File: src/rtl/drp_reconf_master_pkg.sv
// Shared definitions for the DRP reconfiguration master: FSM state
// encodings, DRP bus widths, PLL register map and the read-modify-write
// merge used when building a write word.
package drp_reconf_master_pkg;

   // DRP bus geometry
   localparam int DRP_ADDR_W = 7;
   localparam int DRP_DATA_W = 16;

   // Width of the shared cycle timer
   localparam int TIMER_W = 32;

   // FSM state encodings
   localparam int STATE_W = 3;
   localparam logic [STATE_W-1:0] ST_IDLE       = 3'd0;
   localparam logic [STATE_W-1:0] ST_ASSERT_RST = 3'd1;
   localparam logic [STATE_W-1:0] ST_READ       = 3'd2;
   localparam logic [STATE_W-1:0] ST_WAIT_RD    = 3'd3;
   localparam logic [STATE_W-1:0] ST_WRITE      = 3'd4;
   localparam logic [STATE_W-1:0] ST_WAIT_WR    = 3'd5;
   localparam logic [STATE_W-1:0] ST_RELEASE    = 3'd6;
   localparam logic [STATE_W-1:0] ST_WAIT_LOCK  = 3'd7;

   // PLL register addresses shared with the reconfiguration responder.
   // Each output divider owns two registers (REG1: high/low time,
   // REG2: phase/edge/no-count).
   localparam logic [DRP_ADDR_W-1:0] ADDR_CLKOUT5_REG1  = 7'h06;
   localparam logic [DRP_ADDR_W-1:0] ADDR_CLKOUT5_REG2  = 7'h07;
   localparam logic [DRP_ADDR_W-1:0] ADDR_CLKOUT0_REG1  = 7'h08;
   localparam logic [DRP_ADDR_W-1:0] ADDR_CLKOUT0_REG2  = 7'h09;
   localparam logic [DRP_ADDR_W-1:0] ADDR_CLKOUT1_REG1  = 7'h0A;
   localparam logic [DRP_ADDR_W-1:0] ADDR_CLKOUT1_REG2  = 7'h0B;
   localparam logic [DRP_ADDR_W-1:0] ADDR_CLKOUT2_REG1  = 7'h0C;
   localparam logic [DRP_ADDR_W-1:0] ADDR_CLKOUT2_REG2  = 7'h0D;
   localparam logic [DRP_ADDR_W-1:0] ADDR_CLKOUT3_REG1  = 7'h0E;
   localparam logic [DRP_ADDR_W-1:0] ADDR_CLKOUT3_REG2  = 7'h0F;
   localparam logic [DRP_ADDR_W-1:0] ADDR_CLKOUT4_REG1  = 7'h10;
   localparam logic [DRP_ADDR_W-1:0] ADDR_CLKOUT4_REG2  = 7'h11;
   localparam logic [DRP_ADDR_W-1:0] ADDR_CLKOUT6_REG1  = 7'h12;
   localparam logic [DRP_ADDR_W-1:0] ADDR_CLKOUT6_REG2  = 7'h13;
   localparam logic [DRP_ADDR_W-1:0] ADDR_CLKFBOUT_REG1 = 7'h14;
   localparam logic [DRP_ADDR_W-1:0] ADDR_CLKFBOUT_REG2 = 7'h15;
   localparam logic [DRP_ADDR_W-1:0] ADDR_DIVCLK        = 7'h16;

   // Masked merge: mask bit 1 keeps the value read back, 0 takes new data.
   function automatic logic [DRP_DATA_W-1:0] rmw_merge(
      input logic [DRP_DATA_W-1:0] rd_val,
      input logic [DRP_DATA_W-1:0] new_val,
      input logic [DRP_DATA_W-1:0] keep_mask
   );
      return (rd_val & keep_mask) | (new_val & ~keep_mask);
   endfunction

endpackage

File: src/rtl/drp_reconf_master_timer.sv
// drp_timer: saturating up-counter with synchronous clear and enable.
// expired_o compares the current count against a caller-supplied limit so
// one instance can time the reset hold, DRDY waits and the lock wait.
module drp_timer
   import drp_reconf_master_pkg::*;
(
   input  logic               clk_i,
   input  logic               rst_i,
   input  logic               clr_i,
   input  logic               en_i,
   input  logic [TIMER_W-1:0] limit_i,
   output logic [TIMER_W-1:0] count_o,
   output logic               expired_o
);

   logic [TIMER_W-1:0] count_q;
   logic [TIMER_W-1:0] count_d;

   // Next count: clear wins, otherwise count up and stick at all-ones
   always_comb begin
      count_d = count_q;
      if (clr_i) begin
         count_d = '0;
      end else if (en_i && (count_q != {TIMER_W{1'b1}})) begin
         count_d = count_q + TIMER_W'(1);
      end
   end

   // Count register
   always_ff @(posedge clk_i or posedge rst_i) begin
      if (rst_i) begin
         count_q <= '0;
      end else begin
         count_q <= count_d;
      end
   end

   assign count_o   = count_q;
   assign expired_o = (count_q >= limit_i);

endmodule

File: src/rtl/drp_reconf_master.sv
// drp_reconf_master: holds the PLL in reset, walks an external register
// table doing a masked read-modify-write per entry over DRP, releases the
// reset and waits for LOCKED. One shared timer covers every wait.
//
// DRP handshake: a request is a single-cycle DEN with DADDR (and DWE/DI for
// writes) valid in that cycle; the responder answers with one single-cycle
// DRDY, DO valid with it on reads. DADDR/DI stay put until that DRDY and no
// new DEN is issued while a request is outstanding.
module drp_reconf_master
   import drp_reconf_master_pkg::*;
#(
   parameter int MAX_ENTRIES  = 16,
   parameter int RST_HOLD     = 4,
   parameter int DRDY_TIMEOUT = 64,
   parameter int LOCK_TIMEOUT = 100000,
   localparam int IDX_W       = $clog2(MAX_ENTRIES),
   localparam int NUM_W       = IDX_W + 1
) (
   input  logic                  DCLK,
   input  logic                  RST,
   input  logic                  START,
   input  logic [NUM_W-1:0]      TBL_NUM,
   output logic [IDX_W-1:0]      TBL_IDX,
   input  logic [DRP_ADDR_W-1:0] TBL_ADDR,
   input  logic [DRP_DATA_W-1:0] TBL_DATA,
   input  logic [DRP_DATA_W-1:0] TBL_MASK,
   output logic [DRP_ADDR_W-1:0] DADDR,
   output logic                  DEN,
   output logic                  DWE,
   output logic [DRP_DATA_W-1:0] DI,
   input  logic [DRP_DATA_W-1:0] DO,
   input  logic                  DRDY,
   output logic                  PLL_RST,
   input  logic                  LOCKED,
   output logic                  BUSY,
   output logic                  DONE,
   output logic                  ERROR,
   output logic [STATE_W-1:0]    DBG_STATE
);

   // Timer limits: the timer reads 0 in the first cycle of each timed
   // phase, so a limit of N-1 ends the phase after exactly N cycles.
   localparam logic [TIMER_W-1:0] HOLD_LIM = TIMER_W'(RST_HOLD - 1);
   localparam logic [TIMER_W-1:0] DRDY_LIM = TIMER_W'(DRDY_TIMEOUT - 1);
   localparam logic [TIMER_W-1:0] LOCK_LIM = TIMER_W'(LOCK_TIMEOUT - 1);
   localparam logic [NUM_W-1:0]   NUM_MAX  = NUM_W'(MAX_ENTRIES);

   logic [STATE_W-1:0]    state_q,   state_d;
   logic [NUM_W-1:0]      num_q,     num_d;
   logic [IDX_W-1:0]      idx_q,     idx_d;
   logic [DRP_DATA_W-1:0] rd_q,      rd_d;
   logic [DRP_ADDR_W-1:0] daddr_q,   daddr_d;
   logic [DRP_DATA_W-1:0] di_q,      di_d;
   logic                  pll_rst_q, pll_rst_d;
   logic                  done_q,    done_d;
   logic                  error_q,   error_d;

   logic                  tmr_clr;
   logic                  tmr_en;
   logic [TIMER_W-1:0]    tmr_limit;
   logic [TIMER_W-1:0]    tmr_count;
   logic                  tmr_expired;

   logic [NUM_W-1:0]      num_clamped;
   logic                  last_entry;
   logic [DRP_DATA_W-1:0] wr_word;

   assign num_clamped = (TBL_NUM > NUM_MAX) ? NUM_MAX : TBL_NUM;
   assign last_entry  = ({1'b0, idx_q} == (num_q - NUM_W'(1)));
   assign wr_word     = rmw_merge(rd_q, TBL_DATA, TBL_MASK);

   // Pick the timer limit for the phase the FSM is in
   always_comb begin
      tmr_limit = '0;
      case (state_q)
         ST_ASSERT_RST:                             tmr_limit = HOLD_LIM;
         ST_READ, ST_WAIT_RD, ST_WRITE, ST_WAIT_WR: tmr_limit = DRDY_LIM;
         ST_RELEASE, ST_WAIT_LOCK:                  tmr_limit = LOCK_LIM;
         default:                                   tmr_limit = '0;
      endcase
   end

   assign tmr_en = (state_q != ST_IDLE);

   drp_timer u_timer (
      .clk_i     (DCLK),
      .rst_i     (RST),
      .clr_i     (tmr_clr),
      .en_i      (tmr_en),
      .limit_i   (tmr_limit),
      .count_o   (tmr_count),
      .expired_o (tmr_expired)
   );

   // FSM next-state and datapath updates; the timer is cleared on every
   // entry into a timed phase so DRP waits count from the DEN cycle.
   always_comb begin
      state_d   = state_q;
      num_d     = num_q;
      idx_d     = idx_q;
      rd_d      = rd_q;
      daddr_d   = daddr_q;
      di_d      = di_q;
      pll_rst_d = pll_rst_q;
      error_d   = error_q;
      done_d    = 1'b0;
      tmr_clr   = 1'b0;
      case (state_q)
         ST_IDLE: begin
            if (START) begin
               state_d   = ST_ASSERT_RST;
               num_d     = num_clamped;
               idx_d     = '0;
               error_d   = 1'b0;
               pll_rst_d = 1'b1;
               tmr_clr   = 1'b1;
            end
         end
         ST_ASSERT_RST: begin
            if (tmr_expired) begin
               tmr_clr = 1'b1;
               if (num_q != '0) begin
                  state_d = ST_READ;
               end else begin
                  state_d   = ST_RELEASE;
                  pll_rst_d = 1'b0;
               end
            end
         end
         ST_READ: begin
            daddr_d = TBL_ADDR;
            state_d = ST_WAIT_RD;
         end
         ST_WAIT_RD: begin
            // DRDY on the expiry cycle still counts as a completed read
            if (DRDY) begin
               rd_d    = DO;
               state_d = ST_WRITE;
               tmr_clr = 1'b1;
            end else if (tmr_expired) begin
               error_d   = 1'b1;
               pll_rst_d = 1'b0;
               state_d   = ST_IDLE;
            end
         end
         ST_WRITE: begin
            di_d    = wr_word;
            state_d = ST_WAIT_WR;
         end
         ST_WAIT_WR: begin
            if (DRDY) begin
               tmr_clr = 1'b1;
               if (last_entry) begin
                  state_d   = ST_RELEASE;
                  pll_rst_d = 1'b0;
               end else begin
                  idx_d   = idx_q + IDX_W'(1);
                  state_d = ST_READ;
               end
            end else if (tmr_expired) begin
               error_d   = 1'b1;
               pll_rst_d = 1'b0;
               state_d   = ST_IDLE;
            end
         end
         ST_RELEASE: begin
            state_d = ST_WAIT_LOCK;
         end
         ST_WAIT_LOCK: begin
            // Timer is 1 in the first WAIT_LOCK cycle; LOCKED is ignored there
            if (LOCKED && (tmr_count >= TIMER_W'(2))) begin
               done_d  = 1'b1;
               state_d = ST_IDLE;
            end else if (tmr_expired) begin
               error_d = 1'b1;
               state_d = ST_IDLE;
            end
         end
         default: begin
            state_d = ST_IDLE;
         end
      endcase
   end

   // State and datapath registers
   always_ff @(posedge DCLK or posedge RST) begin
      if (RST) begin
         state_q   <= ST_IDLE;
         num_q     <= '0;
         idx_q     <= '0;
         rd_q      <= '0;
         daddr_q   <= '0;
         di_q      <= '0;
         pll_rst_q <= 1'b0;
         done_q    <= 1'b0;
         error_q   <= 1'b0;
      end else begin
         state_q   <= state_d;
         num_q     <= num_d;
         idx_q     <= idx_d;
         rd_q      <= rd_d;
         daddr_q   <= daddr_d;
         di_q      <= di_d;
         pll_rst_q <= pll_rst_d;
         done_q    <= done_d;
         error_q   <= error_d;
      end
   end

   // In the DEN cycle address/data come straight from the table; the
   // registered copies then hold them until the matching DRDY.
   assign DADDR     = (state_q == ST_READ)  ? TBL_ADDR : daddr_q;
   assign DI        = (state_q == ST_WRITE) ? wr_word  : di_q;
   assign DEN       = (state_q == ST_READ) || (state_q == ST_WRITE);
   assign DWE       = (state_q == ST_WRITE);
   assign TBL_IDX   = idx_q;
   assign PLL_RST   = pll_rst_q;
   assign BUSY      = (state_q != ST_IDLE);
   assign DONE      = done_q;
   assign ERROR     = error_q;
   assign DBG_STATE = state_q;

endmodule
File: config.mk
export PLATFORM = sky130hd
export DESIGN_NAME = drp_reconf_master
export DESIGN_NICKNAME = d
export VERILOG_FILES = /design/src/rtl/drp_reconf_master_pkg.sv /design/src/rtl/drp_reconf_master_timer.sv /design/src/rtl/drp_reconf_master.sv
export SDC_FILE = /design/constraint.sdc
export NUM_CORES = 1
export LEC_CHECK = 0
export ABC_AREA = 0
export BUFFER_PORTS_ARGS = -buffer_cell sky130_fd_sc_hd__buf_2
export CORE_AREA = 3 3 106 108
export CTS_CLUSTER_DIAMETER = 50
export CTS_CLUSTER_SIZE = 14
export DETAILED_ROUTE_END_ITERATION = 8
export DIE_AREA = 0 0 109 111
export PLACE_DENSITY = 0.73
export SKIP_CTS_REPAIR_TIMING = 1
export SLEW_MARGIN = 20
export SYNTH_ARGS = -nofsm -noshare
export SYNTH_HDL_FRONTEND = slang
export SYNTH_HIERARCHICAL = 1
export SYNTH_SLANG_ARGS = --single-unit
File: constraint.sdc
create_clock -name DCLK -period 5.05 [get_ports DCLK]
set_input_delay 1.01 -clock DCLK [delete_from_list [all_inputs] [get_ports DCLK]]
set_output_delay 1.01 -clock DCLK [all_outputs]
set_load 0.005 [all_outputs]
### Yosys cells after proc, flatten, opt, wreduce, memory -nomap -nowiden

Index checks and enable logic that the tools add are counted.

* logic and storage cells: 95
* output and inout port bits: 36
* register bits after elaboration: 86

* reduce and logical (&&, ||, !) cells: 19
* bitwise logic cells: 4
* equality and inequality tests: 18
* $lt $le $gt $ge: 3
* add/subtract/negate cells: 3
* multiplexer cells: 38

Operators with widths (count)
* 32-bit two-way mux: 2
* 17-bit case mux with 3 select lines: 1
* 32-bit by 1-bit adder with 32-bit output (second input constant): 1
* 16-bit AND: 2
* 32-bit by 17-bit >= comparator with 1-bit output: 1
* 32-bit by 2-bit >= comparator with 1-bit output (second input constant): 1
* 32-bit != test (second input constant): 1
* 3-bit two-way mux: 8
* 3-bit case mux with 8 select lines: 1
* 1-bit two-way mux: 16
* 16-bit two-way mux: 1
* 2-bit != test (second input constant): 8
* 16-bit NOT: 1
* 16-bit bitwise OR: 1
* 3-bit equality test (second input constant): 4
* 4-bit two-way mux: 3
* 4-bit case mux with 2 select lines: 1
* 4-bit AND reduction: 2
* 7-bit two-way mux: 1
* 3-bit by 2-bit equality test with 1-bit output (second input constant): 2
* 1-bit case mux with 3 select lines: 2
* 2-bit AND reduction: 3
* 6-bit AND reduction: 1
* 3-bit nonzero test: 2
* other kinds (16): 19

### Longest topological paths before layout

* depth after elaboration: 7
* depth in mapped cells: 17

### By module

The synthesis kept the hierarchy.

By module, submodules not included
* drp_reconf_master: seq. area each 1351.3 µm², instances 1, area an instance 2775.2 µm², cells an instance 267
* drp_timer: seq. area each 800.8 µm², instances 1, area an instance 2667.6 µm², cells an instance 307

### Worst setup path before layout

OpenSTA, ideal clock, no wires.

* path kind: flip-flop to flip-flop
* start: reg state_q[1], in the netlist DBG_STATE[1]
* end: reg u_timer.count_q[13], in the netlist u_timer/count_o[13]
* setup slack: 1.400 ns
* cell stages (with the launch flop): 17
* path buffers: 3
* data arrival time: 3.522 ns
* cells stage by stage: dfrtp_1 -> clkbuf_1 -> buf_1 -> or3_1 -> ha_1 -> nand2b_1 -> a2111oi_0 -> or4_1 -> o2111ai_1 -> a311o_1 -> inv_1 -> o21ai_0 -> o211ai_1 -> nand2_1 -> clkbuf_1 -> nor2_1 -> mux2_1

* word-level cells in the longest chain between the ends: 7
* elaborated cells on any way between the ends: 19

Ends and longest elaborated chain
* from (decl): line drp_reconf_master.sv:48 `logic [STATE_W-1:0] state_q, state_d;`
* from (signal assigned): line drp_reconf_master.sv:198 `state_q <= state_d;`
* 3-bit equality test / 3-bit by 2-bit equality test with 1-bit output (equally long branches): line drp_reconf_master.sv:75 `case (state_q)`
* 4-bit OR reduction / 2-bit OR reduction (equally long branches): line drp_reconf_master.sv:75
* 17-bit case mux with 3 select lines (*): line drp_reconf_master.sv:75
* net tmr_limit[0]: line drp_reconf_master.sv:60 `logic [TIMER_W-1:0] tmr_limit;`
* 32-bit by 17-bit >= comparator with 1-bit output (*): line drp_reconf_master_timer.sv:39 `assign expired_o = (count_q >= limit_i);`
* net tmr_expired: line drp_reconf_master.sv:62 `logic tmr_expired;`
* 1-bit two-way mux (*): line drp_reconf_master.sv:120 `if (tmr_expired) begin`
* 1-bit case mux with 3 select lines (*): line drp_reconf_master.sv:108 `case (state_q)`
* net tmr_clr: line drp_reconf_master.sv:58 `logic tmr_clr;`
* 32-bit two-way mux / 2-bit nonzero test (equally long branches)
* to (signal assigned): line drp_reconf_master_timer.sv:34 `count_q <= count_d;`
* to (decl): line drp_reconf_master_timer.sv:16 `logic [TIMER_W-1:0] count_q;`

The timed path passes the listed nets; every way through them passes the cells marked *.
A chain may end at the register's enable or synchronous reset.

### Worst setup path in the final report

* start: reg state_q[2], in the netlist DBG_STATE[2]
* end: reg u_timer.count_q[30], in the netlist u_timer/count_o[30]

Same word-level chain as after synthesis.

==> Flow_metrics.wiki <==
{| class="wikitable"
! Metric !! Value
|-
| Outcome || finished clean
|-
| Power Internal || 0.00159 W
|-
| Switching power || 0.000943 W
|-
| Cell with the largest stage delay on the worst path || sky130_fd_sc_hd__nand2_1
|-
| Peak VDD IR || 0.000198 V
|-
| Switching power share of the total || 37.2%
|-
| Post-synthesis register bit count || 86
|-
| Number of global-route vias before repair || 4547
|-
| Initial Utilization || 52.7%
|-
| Global placement routability congestion || 0.846
|-
| Vias after detailed routing || 4611
|-
| Combinational Power Share || 41.2%
|-
| Share of synthesized area occupied by flip-flops and latches || 39.5%
|-
| Fraction of final layout cells with drive strength greater than 1 || 23.4%
|-
| Total inserted antenna cells || 0
|-
| Area Growth Syn to Fin || 16.3%
|-
| TNS Setup || 0 ns
|-
| First-pass iteration count of the detailed router || 4
|-
| Global Route Usage Sum || 21.8%
|-
| Final Cycle Share || 81.9%
|-
| DR DRC count || 0
|-
| Maximum number of pins on one net before global-route repair || 49
|-
| Die area || 0.0121 sq mm
|-
| Source-to-sink clock delay at the later pin of the worst-skew pair || 0.37 ns
|-
| CTS Sinks || 86
|-
| CTS H-Tree Depth || 3
|-
| Most instantiated library cell after synthesis || sky130_fd_sc_hd__dfrtp_1
|-
| Maximum cell stage delay along the critical path || 0.53 ns
|-
| Max Freq || 0.242 GHz
|-
| Top FF cell, synth || sky130_fd_sc_hd__dfrtp_1
|-
| Clock tree root driver cell || sky130_fd_sc_hd__clkbuf_8
|-
| CP endpoint kind || flop
|-
| Leak Pwr || 2.93 nW
|-
| Top fanout value on the critical path || 27
|-
| Top cell type by total area after synthesis || sky130_fd_sc_hd__dfrtp_1
|-
| Arrival @ worst endpoint || 4.42 ns
|-
| Total wirelength of the detailed-routed design || 12700 um
|-
| Post-synth EDFFs || 0
|-
| Count of antenna-violating nets left after detailed routing || 0
|-
| Residual overflow from global routing || 0
|-
| Mapped Area || 0.00544 sq mm
|-
| Number of rows in the core area || 37
|-
| Slew of the pin with the lowest slew margin || 0.913 ns
|-
| Final hold violation count || 0
|-
| Worst-case register-to-register setup slack || 0.91 ns
|-
| Port bufs || 100
|-
| RSZ-0062 raised after global routing || false
|-
| WP data required || 5.34 ns
|-
| Inserted Clock Buffers || 9
|-
| Sum of buffers and inverters on the critical path || 3
|-
| Finish-stage setup viols || 0
|-
| Shortest clock period the worst path allows after layout || 4.14 ns
|-
| Clock slew at reported path FFs || 0.08 ns
|-
| Global-route wire length before repair || 21500 um
|-
| Starting DRC count in detailed routing || 255
|-
| MaxCap Viol Count || 0
|-
| Max transition margin || 38.8%
|-
| Layout net count || 787
|-
| Width of the die || 109 um
|-
| Library cell appearing most often on the critical path || sky130_fd_sc_hd__buf_4
|-
| Count of mapped cells out of synthesis || 574
|-
| Crit Path Category || flop to flop
|-
| Cell types with the largest area share after synthesis || sky130_fd_sc_hd__dfrtp_1, sky130_fd_sc_hd__ha_1, sky130_fd_sc_hd__mux2_2
|-
| TritonCTS clock tree || done
|-
| Avg Inst Size Synth || 9.48 sq um
|-
| Family with the most delay on the worst path || compound AO/OA/AOI/OAI gates
|-
| Clock network power share || 18.7%
|-
| Longest Clk Path Bufs || 2
|-
| Library cells used by synthesis || 60
|-
| Type of the worst min-delay path || flop to flop
|-
| Total power draw || 0.00253 W
|-
| Final max-slew violation count || 0
|-
| Worst Setup Start Kind || flop
|-
| Final routed wire length divided by cell count || 15.4 um
|-
| Placeable Area || 0.0103 sq mm
|-
| Power density relative to cell area || 400 mW/mm^2
|-
| Fraction of power consumed by sequential logic || 40.1%
|-
| I/O pin count || 101
|-
| Total number of yosys warnings || 6
|-
| Cell types with the highest counts after synthesis || sky130_fd_sc_hd__dfrtp_1, sky130_fd_sc_hd__a21oi_1, sky130_fd_sc_hd__inv_1
|-
| Post-detailed-placement half-perimeter wirelength || 9340 um
|-
| Top cell type's share of synthesized area || 39.5%
|-
| Worst Skew || 0.0150 ns
|-
| CP Cell Sequence || buf_4, or3_1, ha_1, nand2b_1, a2111oi_0, or4_1, o2111ai_1, a311o_1, inv_1, o21ai_0, o211ai_1, nand2_1, buf_4, a21oi_1
|-
| Chip height || 111 um
|-
| Via density || 5.58
|-
| Number of antenna violations at the first check in global routing || 0
|-
| Post-synthesis async set-or-reset flop share || 100%
|}
==> worst min-delay path: stages, from the launching register on <==
cell                      delay, ns
sky130_fd_sc_hd__dfrtp_1       0.35
sky130_fd_sc_hd__nand2_1       0.04
sky130_fd_sc_hd__o21ai_0       0.06
==> flip-flops by register name, indices dropped and copies added, names as in the netlist <==
name / cells
DBG_STATE: 3
DONE: 1
ERROR: 1
PLL_RST: 1
TBL_IDX: 4
daddr_q: 7
di_q: 16
num_q: 5
rd_q: 16
u_timer/count_o: 32
==> worst paths after layout <==
path,endpoint,cells after the start,startpoint
min,ERROR,2,ERROR
min reg2reg,ERROR,2,ERROR
max reg2reg,u_timer/count_o[30],14,DBG_STATE[2]
max,u_timer/count_o[30],14,DBG_STATE[2]
min in group asynchronous,di_q[6],2,RST
max in group asynchronous,DBG_STATE[0],3,RST
==> routing by layer <==
layer	GRT usage, %	share of wire, %	vias to the layer above
li1	-	-	2288
met1	28.3	44	2222
met2	36.5	50	83
met3	2.91	3.7	18
met4	8.59	1.9	0
met5	0	0	-
==> layout by cell type, fill, tap and decap left out, drive strengths merged, types with 21 or more instances in the layout <==
cell type / synthesis / final
nor2: 44 / 44
mux2: 30 / 30
buf: 9 / 107
nand2: 38 / 38
a21oi: 46 / 46
conb: 1 / 21
dfrtp: 86 / 86
o21ai: 25 / 25
inv: 45 / 47
ha: 36 / 36
==> kinds of logic (layout without fill, tap and decap cells) <==
kind of cell             count (synthesis)  in the layout  share of synthesized area (%)
XOR/XNOR                                14             14                           2.53
buffers and inverters                   71            168                           5.06
multiplexers                            49             49                           9.70
flip-flops                              86             86                           39.5
other                                    1             21                         0.0689
AO/OA/AOI/OAI                          119            119                           14.4
AND/OR/NAND/NOR                        198            198                           20.4
adder cells (fa/ha/maj)                 36             36                           8.28
==> per-stage QoR <==
stage	instance area, sq um	hold slack (ns)	utilization [%]	instances	worst slack [ns]
floorplan	5520	0.473	-	594	1.40
global placement	6140	0.463	59.4	811	1.16
detailed placement	6140	0.477	59.5	811	0.938
CTS	6330	0.498	61.3	827	0.902
global route	6330	0.518	61.3	827	0.670
finish	6330	0.488	61.3	827	0.914
==> layout make-up <==
type	instances	area, sq um
flip-flops and latches	86	2150
repair buffers	107	553
well taps	136	170
clock buffers	11	151
inverters	45	169
fillers	872	3990
multi-input cells	437	3100
clock inverters	5	38.8
==> power by group through the flow <==
stage          Clock [W]  Sequential [W]  Combinational [W]
5_1_grt         0.000525         0.00104            0.00118
2_1_floorplan          0         0.00100           0.000724
3_3_place_gp           0         0.00102            0.00101
3_5_place_dp           0         0.00103            0.00106
6_report        0.000474         0.00101            0.00104
4_1_cts         0.000490         0.00101            0.00106
No activity file was read; power rests on OpenSTA's default activity.
